`config.mk`:
```
export PLATFORM = sky130hd
export DESIGN_NAME = fetch_unit
export DESIGN_NICKNAME = d
export VERILOG_FILES = /design/src/rtl/fetch_unit.sv
export SDC_FILE = /design/constraint.sdc
export NUM_CORES = 1
export LEC_CHECK = 0
export BUFFER_PORTS_ARGS = -buffer_cell sky130_fd_sc_hd__buf_4
export CORE_MARGIN = 2
export CORE_UTILIZATION = 40
export DETAILED_ROUTE_END_ITERATION = 6
export PLACE_DENSITY = 0.59
export SKIP_CTS_REPAIR_TIMING = 1
export SLEW_MARGIN = 20
export SYNTH_ARGS = -nofsm -noshare
export SYNTH_HDL_FRONTEND = slang
export SYNTH_SLANG_ARGS = --single-unit
```
`constraint.sdc`:
```
create_clock -name clk -period 4.6 [get_ports clk]
set_clock_uncertainty 0.1 [all_clocks]
set_input_delay 0.92 -clock clk [delete_from_list [all_inputs] [get_ports clk]]
set_output_delay 0.92 -clock clk [all_outputs]
set_load 0.03 [all_outputs]
```
`src/rtl/fetch_unit.sv`:
```
// Instruction fetch front end for a synchronous program memory with a fixed
// one-cycle read latency. The PC drives the memory address directly; the
// returning word lands in the output register or, if that register is full
// and stalled, in a one-entry skid buffer, so no word is lost or repeated.
// A branch flushes everything in flight and restarts fetch at the target.
// DEPTH is expected to be a power of two (targets are masked to log2(DEPTH)).
module fetch_unit #(
    parameter int N        = 16,
    parameter int DEPTH    = 1024,
    parameter int RESET_PC = 1
) (
    input  logic         clk,
    input  logic         rst,
    output logic [N-1:0] mem_addr,
    input  logic [N-1:0] mem_data,
    input  logic         halt,
    input  logic         branch_en,
    input  logic [N-1:0] branch_target,
    output logic [N-1:0] instr,
    output logic [N-1:0] instr_pc,
    output logic         instr_valid,
    input  logic         instr_ready
);

    localparam logic [N-1:0] ADDR_MASK = N'(DEPTH - 1);
    localparam logic [N-1:0] LAST_PC   = N'(DEPTH - 1);
    localparam logic [N-1:0] START_PC  = N'(RESET_PC) & ADDR_MASK;

    // Next sequential fetch address, wrapping at the top of program memory.
    function automatic logic [N-1:0] pc_inc(input logic [N-1:0] p);
        logic [N-1:0] r;
        if (p == LAST_PC) begin
            r = {N{1'b0}};
        end else begin
            r = p + {{(N-1){1'b0}}, 1'b1};
        end
        return r;
    endfunction

    logic [N-1:0] pc_r,          pc_s;
    logic         inflight_r,    inflight_s;
    logic [N-1:0] inflight_pc_r, inflight_pc_s;
    logic         skid_valid_r,  skid_valid_s;
    logic [N-1:0] skid_data_r,   skid_data_s;
    logic [N-1:0] skid_pc_r,     skid_pc_s;
    logic         out_valid_r,   out_valid_s;
    logic [N-1:0] out_data_r,    out_data_s;
    logic [N-1:0] out_pc_r,      out_pc_s;

    logic         transfer_s;
    logic         out_free_s;
    logic         issue_s;

    assign mem_addr    = pc_r;
    assign instr       = out_data_r;
    assign instr_pc    = out_pc_r;
    assign instr_valid = out_valid_r;

    // Handshake and issue decisions for the current cycle.
    always_comb begin
        transfer_s = out_valid_r && instr_ready;
        out_free_s = !out_valid_r || transfer_s;
        issue_s    = !halt && !skid_valid_r && !(out_valid_r && !instr_ready && inflight_r);
    end

    // Next-state for PC, in-flight tracking, skid buffer and output register.
    always_comb begin
        pc_s          = pc_r;
        inflight_s    = inflight_r;
        inflight_pc_s = inflight_pc_r;
        skid_valid_s  = skid_valid_r;
        skid_data_s   = skid_data_r;
        skid_pc_s     = skid_pc_r;
        out_valid_s   = out_valid_r;
        out_data_s    = out_data_r;
        out_pc_s      = out_pc_r;

        if (branch_en) begin
            // Redirect wins over issue; everything pending is dropped.
            pc_s         = branch_target & ADDR_MASK;
            inflight_s   = 1'b0;
            skid_valid_s = 1'b0;
            out_valid_s  = 1'b0;
        end else begin
            if (issue_s) begin
                pc_s          = pc_inc(pc_r);
                inflight_s    = 1'b1;
                inflight_pc_s = pc_r;
            end else begin
                inflight_s = 1'b0;
            end

            if (out_free_s) begin
                if (skid_valid_r) begin
                    // Older skid word goes first; a new return refills the skid.
                    out_valid_s = 1'b1;
                    out_data_s  = skid_data_r;
                    out_pc_s    = skid_pc_r;
                    if (inflight_r) begin
                        skid_valid_s = 1'b1;
                        skid_data_s  = mem_data;
                        skid_pc_s    = inflight_pc_r;
                    end else begin
                        skid_valid_s = 1'b0;
                    end
                end else if (inflight_r) begin
                    out_valid_s = 1'b1;
                    out_data_s  = mem_data;
                    out_pc_s    = inflight_pc_r;
                end else begin
                    out_valid_s = 1'b0;
                end
            end else begin
                // Output stalled: park the returning word in the skid buffer.
                if (inflight_r) begin
                    skid_valid_s = 1'b1;
                    skid_data_s  = mem_data;
                    skid_pc_s    = inflight_pc_r;
                end else begin
                    skid_valid_s = skid_valid_r;
                end
            end
        end
    end

    // State registers with asynchronous reset.
    always_ff @(posedge clk or posedge rst) begin
        if (rst) begin
            pc_r          <= START_PC;
            inflight_r    <= 1'b0;
            inflight_pc_r <= {N{1'b0}};
            skid_valid_r  <= 1'b0;
            skid_data_r   <= {N{1'b0}};
            skid_pc_r     <= {N{1'b0}};
            out_valid_r   <= 1'b0;
            out_data_r    <= {N{1'b0}};
            out_pc_r      <= {N{1'b0}};
        end else begin
            pc_r          <= pc_s;
            inflight_r    <= inflight_s;
            inflight_pc_r <= inflight_pc_s;
            skid_valid_r  <= skid_valid_s;
            skid_data_r   <= skid_data_s;
            skid_pc_r     <= skid_pc_s;
            out_valid_r   <= out_valid_s;
            out_data_r    <= out_data_s;
            out_pc_r      <= out_pc_s;
        end
    end

endmodule

```
==> results_dict.tcl <==
set metrics [dict create \
    crit_type "in2reg" \
    hold_start "skid_data_r[2]$_DFFE_PP0P_" \
    cts_made_buffers 9 \
    fin_crit_ps 2620 \
    drt-wirelength-per-cell_um 16.3 \
    worstMarginPinSlew_ps 936 \
    antenna_found_initial 0 \
    drv_cap 0 \
    dr.pass1.iters 4 \
    grt_usage_pct 17.3 \
    synth.distinct_cells 52 \
    critPathMaxFanout 17 \
    synth-seq-cells 99 \
    antennaDiodeCount 0 \
    slowest_delay_ps 800 \
    grt_start_max_net_pins 77 \
    postLayoutCoreUtil_pct 48.9 \
    syn_nets 411 \
    fill_cells 992 \
    startpoint "instr_ready" \
    ys_warn_count 0 \
    initial_core_util_pct 40.8 \
    cp.arrival_ps 2770 \
    drc 0 \
    regToRegStartpoint "skid_valid_r$_DFFE_PP0P_" \
    clock_path_buffers 2 \
    powerDensity_nw_per_um2 400 \
    swShare_pct 32.7 \
    ys_seq_area_share_pct 56.3 \
    critPathLaunchType "input port" \
    grt_pass1_wl_um 15900 \
    power.share.combinational_pct 23.5 \
    power.leakage_uw 0.00232 \
    routabilityCongestion 0.826 \
    finalHoldViolCount 0 \
    ios 86 \
    clock-sinks 99 \
    die_area_sq_um 11900 \
    setup_viol 0 \
    grt_setup_unrepaired "no" \
    status "completed" \
    wirelength_um 9590 \
    power_switching_uw 691 \
    hold_ws_ps 411 \
    syn_area_per_cell_sq_um 11.8 \
    drt_iter0_markers 122 \
    clock_power_share_pct 24.7 \
    slew_headroom_pct 37.6 \
    critical-path-top-delay-family "simple AND/OR/NAND/NOR gates" \
    setup_tns_ps 0 \
    cp-end-kind "flip-flop" \
    area_growth_syn_to_layout_pct 19.8 \
    core-area_sq_um 10800 \
    drive_gt1_share_pct 35.0 \
    cts.reportedPaths.clkPinSlew_ps 90 \
    totalPowerFinal_uw 2110 \
    peakVddDrop_mv 0.188 \
    crit_required_ps 4740 \
    fmax_mhz 381 \
    cp_slowest_cell "nor2_2" \
    viasPerCell 5.28 \
    ant_nets 0 \
    grt_pass1_vias 3125 \
    path_buf_inv 1 \
    htreeDepth 3 \
    fp-row-count 38 \
    syn_area_sq_um 4400 \
    hpwl_um 6290 \
    die_y_um 109 \
    syn_inst 373 \
    hold_path.class "reg2reg" \
    via_count 3107 \
    port_buffers 79 \
    die_w_um 109 \
    min_period_over_period_pct 57.0 \
    path_cells "buf_4, nand3b_1, nand2_1, nor2_2, mux2_2" \
    final_net_count 482 \
    grt_remaining_overflow 0 \
    p_int_uw 1420 \
    power_frac_seq_pct 51.8 \
    slew_violations 0 \
    clock-root-buffer "clkbuf_8" \
    cts_tree "yes" \
    r2r_slack_ps 2150 \
    clk_latency_ps 360 \
]
==> power by group through the flow <==
stage | combinational (uW) | sequential (uW) | clock (uW)
3_5_place_dp | 502 | 1110 | 0
6_report | 495 | 1090 | 522
2_1_floorplan | 184 | 1240 | 0
3_3_place_gp | 494 | 1110 | 0
5_1_grt | 540 | 1120 | 583
4_1_cts | 503 | 1100 | 544
==> worst reg2reg max path, cell delays in order, from the launching register on <==
cell and delay, ps:
dfrtp_2 560, nor2_8 190, nand2_1 260, nor2_2 800
mux2_2 420
==> cells in the final DEF, fill, tap and decap left out, types with 3 or more instances in the layout <==
cell       n
mux2i_1   32
nor2_1    41
dfrtp_1   97
nand3_1    6
nor3b_1    3
clkbuf_8   9
nor3_1     5
mux2_2    47
a32o_1     4
nor4_1     3
o21ai_0   10
nand2_1   13
inv_6      3
buf_4     82
inv_1      3
nand4_1    9
a21oi_1   39
==> path summary, 6_finish.rpt <==
| path | endpoint | cells past startpoint |
|---|---|---|
| setup / recovery | inflight_pc_r[14]$_DFFE_PP0P_ | 5 |
| min in group asynchronous | mem_addr[7]$_DFFE_PP0P_ | 2 |
| hold / removal | skid_data_r[2]$_DFFE_PP0P_ | 1 |
| hold reg to reg | skid_data_r[2]$_DFFE_PP0P_ | 1 |
| setup reg to reg | inflight_pc_r[14]$_DFFE_PP0P_ | 4 |
| max in group asynchronous | instr[14]$_DFFE_PP0P_ | 3 |
==> cell families after synthesis <==
| family | count (synthesis) | share of synthesized area, % |
|---|---|---|
| fa+ha+maj | 1 | 0.284 |
| flops | 99 | 56.3 |
| buf+inv | 26 | 2.84 |
| xor+xnor | 3 | 0.597 |
| mux | 80 | 19.6 |
| simple gates | 99 | 11.7 |
| compound gates | 65 | 8.70 |
==> metal layers <==
metal | GRT usage [%] | vias to the layer above | part of all wire [%]
li1 | - | 1487 | -
met1 | 23.8 | 1538 | 49
met2 | 28.0 | 76 | 46
met3 | 3.29 | 6 | 4.2
met4 | 4.95 | 0 | 0.82
met5 | 0 | - | 0
==> area by class of cell <==
class | instances | area, sq um | share of cell area [%]
multi-input combinational | 248 | 1810 | 34.2
tap | 140 | 175 | 3.32
sequential | 99 | 2480 | 47.0
inverter | 4 | 17.5 | 0.332
timing repair buffer | 82 | 616 | 11.7
clock inverter | 7 | 55.1 | 1.04
clock buffer | 9 | 124 | 2.35
==> cell usage after synthesis, drive strengths merged <==
master / instances / share of area (%)
nor3b: 3 / 0.51
and2: 3 / 0.45
and2b: 1 / 0.17
dfstp: 1 / 0.60
a41o: 1 / 0.23
nand3b: 1 / 0.17
or2: 1 / 0.14
a21oi: 39 / 4.4
a21o: 1 / 0.17
nor3: 6 / 0.80
a32o: 4 / 0.91
o41ai: 1 / 0.20
mux2: 48 / 12
mux2i: 32 / 7.3
buf: 12 / 1.6
o21ai: 11 / 1.3
or4: 2 / 0.34
a2bb2oi: 2 / 0.40
dfrtp: 98 / 56
nor4bb: 1 / 0.23
clkbuf: 10 / 0.88
a31oi: 1 / 0.14
nor4: 3 / 0.43
xnor2: 1 / 0.20
ha: 1 / 0.28
o31ai: 1 / 0.17
nand2: 13 / 1.1
xor2: 2 / 0.40
o311ai: 1 / 0.20
nand3: 6 / 0.68
nand2b: 1 / 0.14
a32oi: 1 / 0.20
nand4: 9 / 1.3
and3: 2 / 0.40
or3: 2 / 0.28
inv: 4 / 0.34
nor2: 43 / 4.1
a31o: 2 / 0.40
and4: 2 / 0.45
==> stage by stage <==
step | std cells | setup WS [ps] | cell area (sq um)
2_1_floorplan | 373 | 991 | 4400
3_3_place_gp | 573 | 1610 | 5090
3_5_place_dp | 573 | 1590 | 5090
4_1_cts | 589 | 1970 | 5270
5_1_grt | 589 | 1840 | 5270
6_report | 589 | 1980 | 5270
==> sequential cells by signal, indices dropped and copies added, names as in the netlist <==
register,flops
inflight_pc_r,16
inflight_r,1
instr,16
instr_pc,16
instr_valid,1
mem_addr,16
skid_data_r,16
skid_pc_r,16
skid_valid_r,1
No activity file was read; power rests on OpenSTA's default activity.
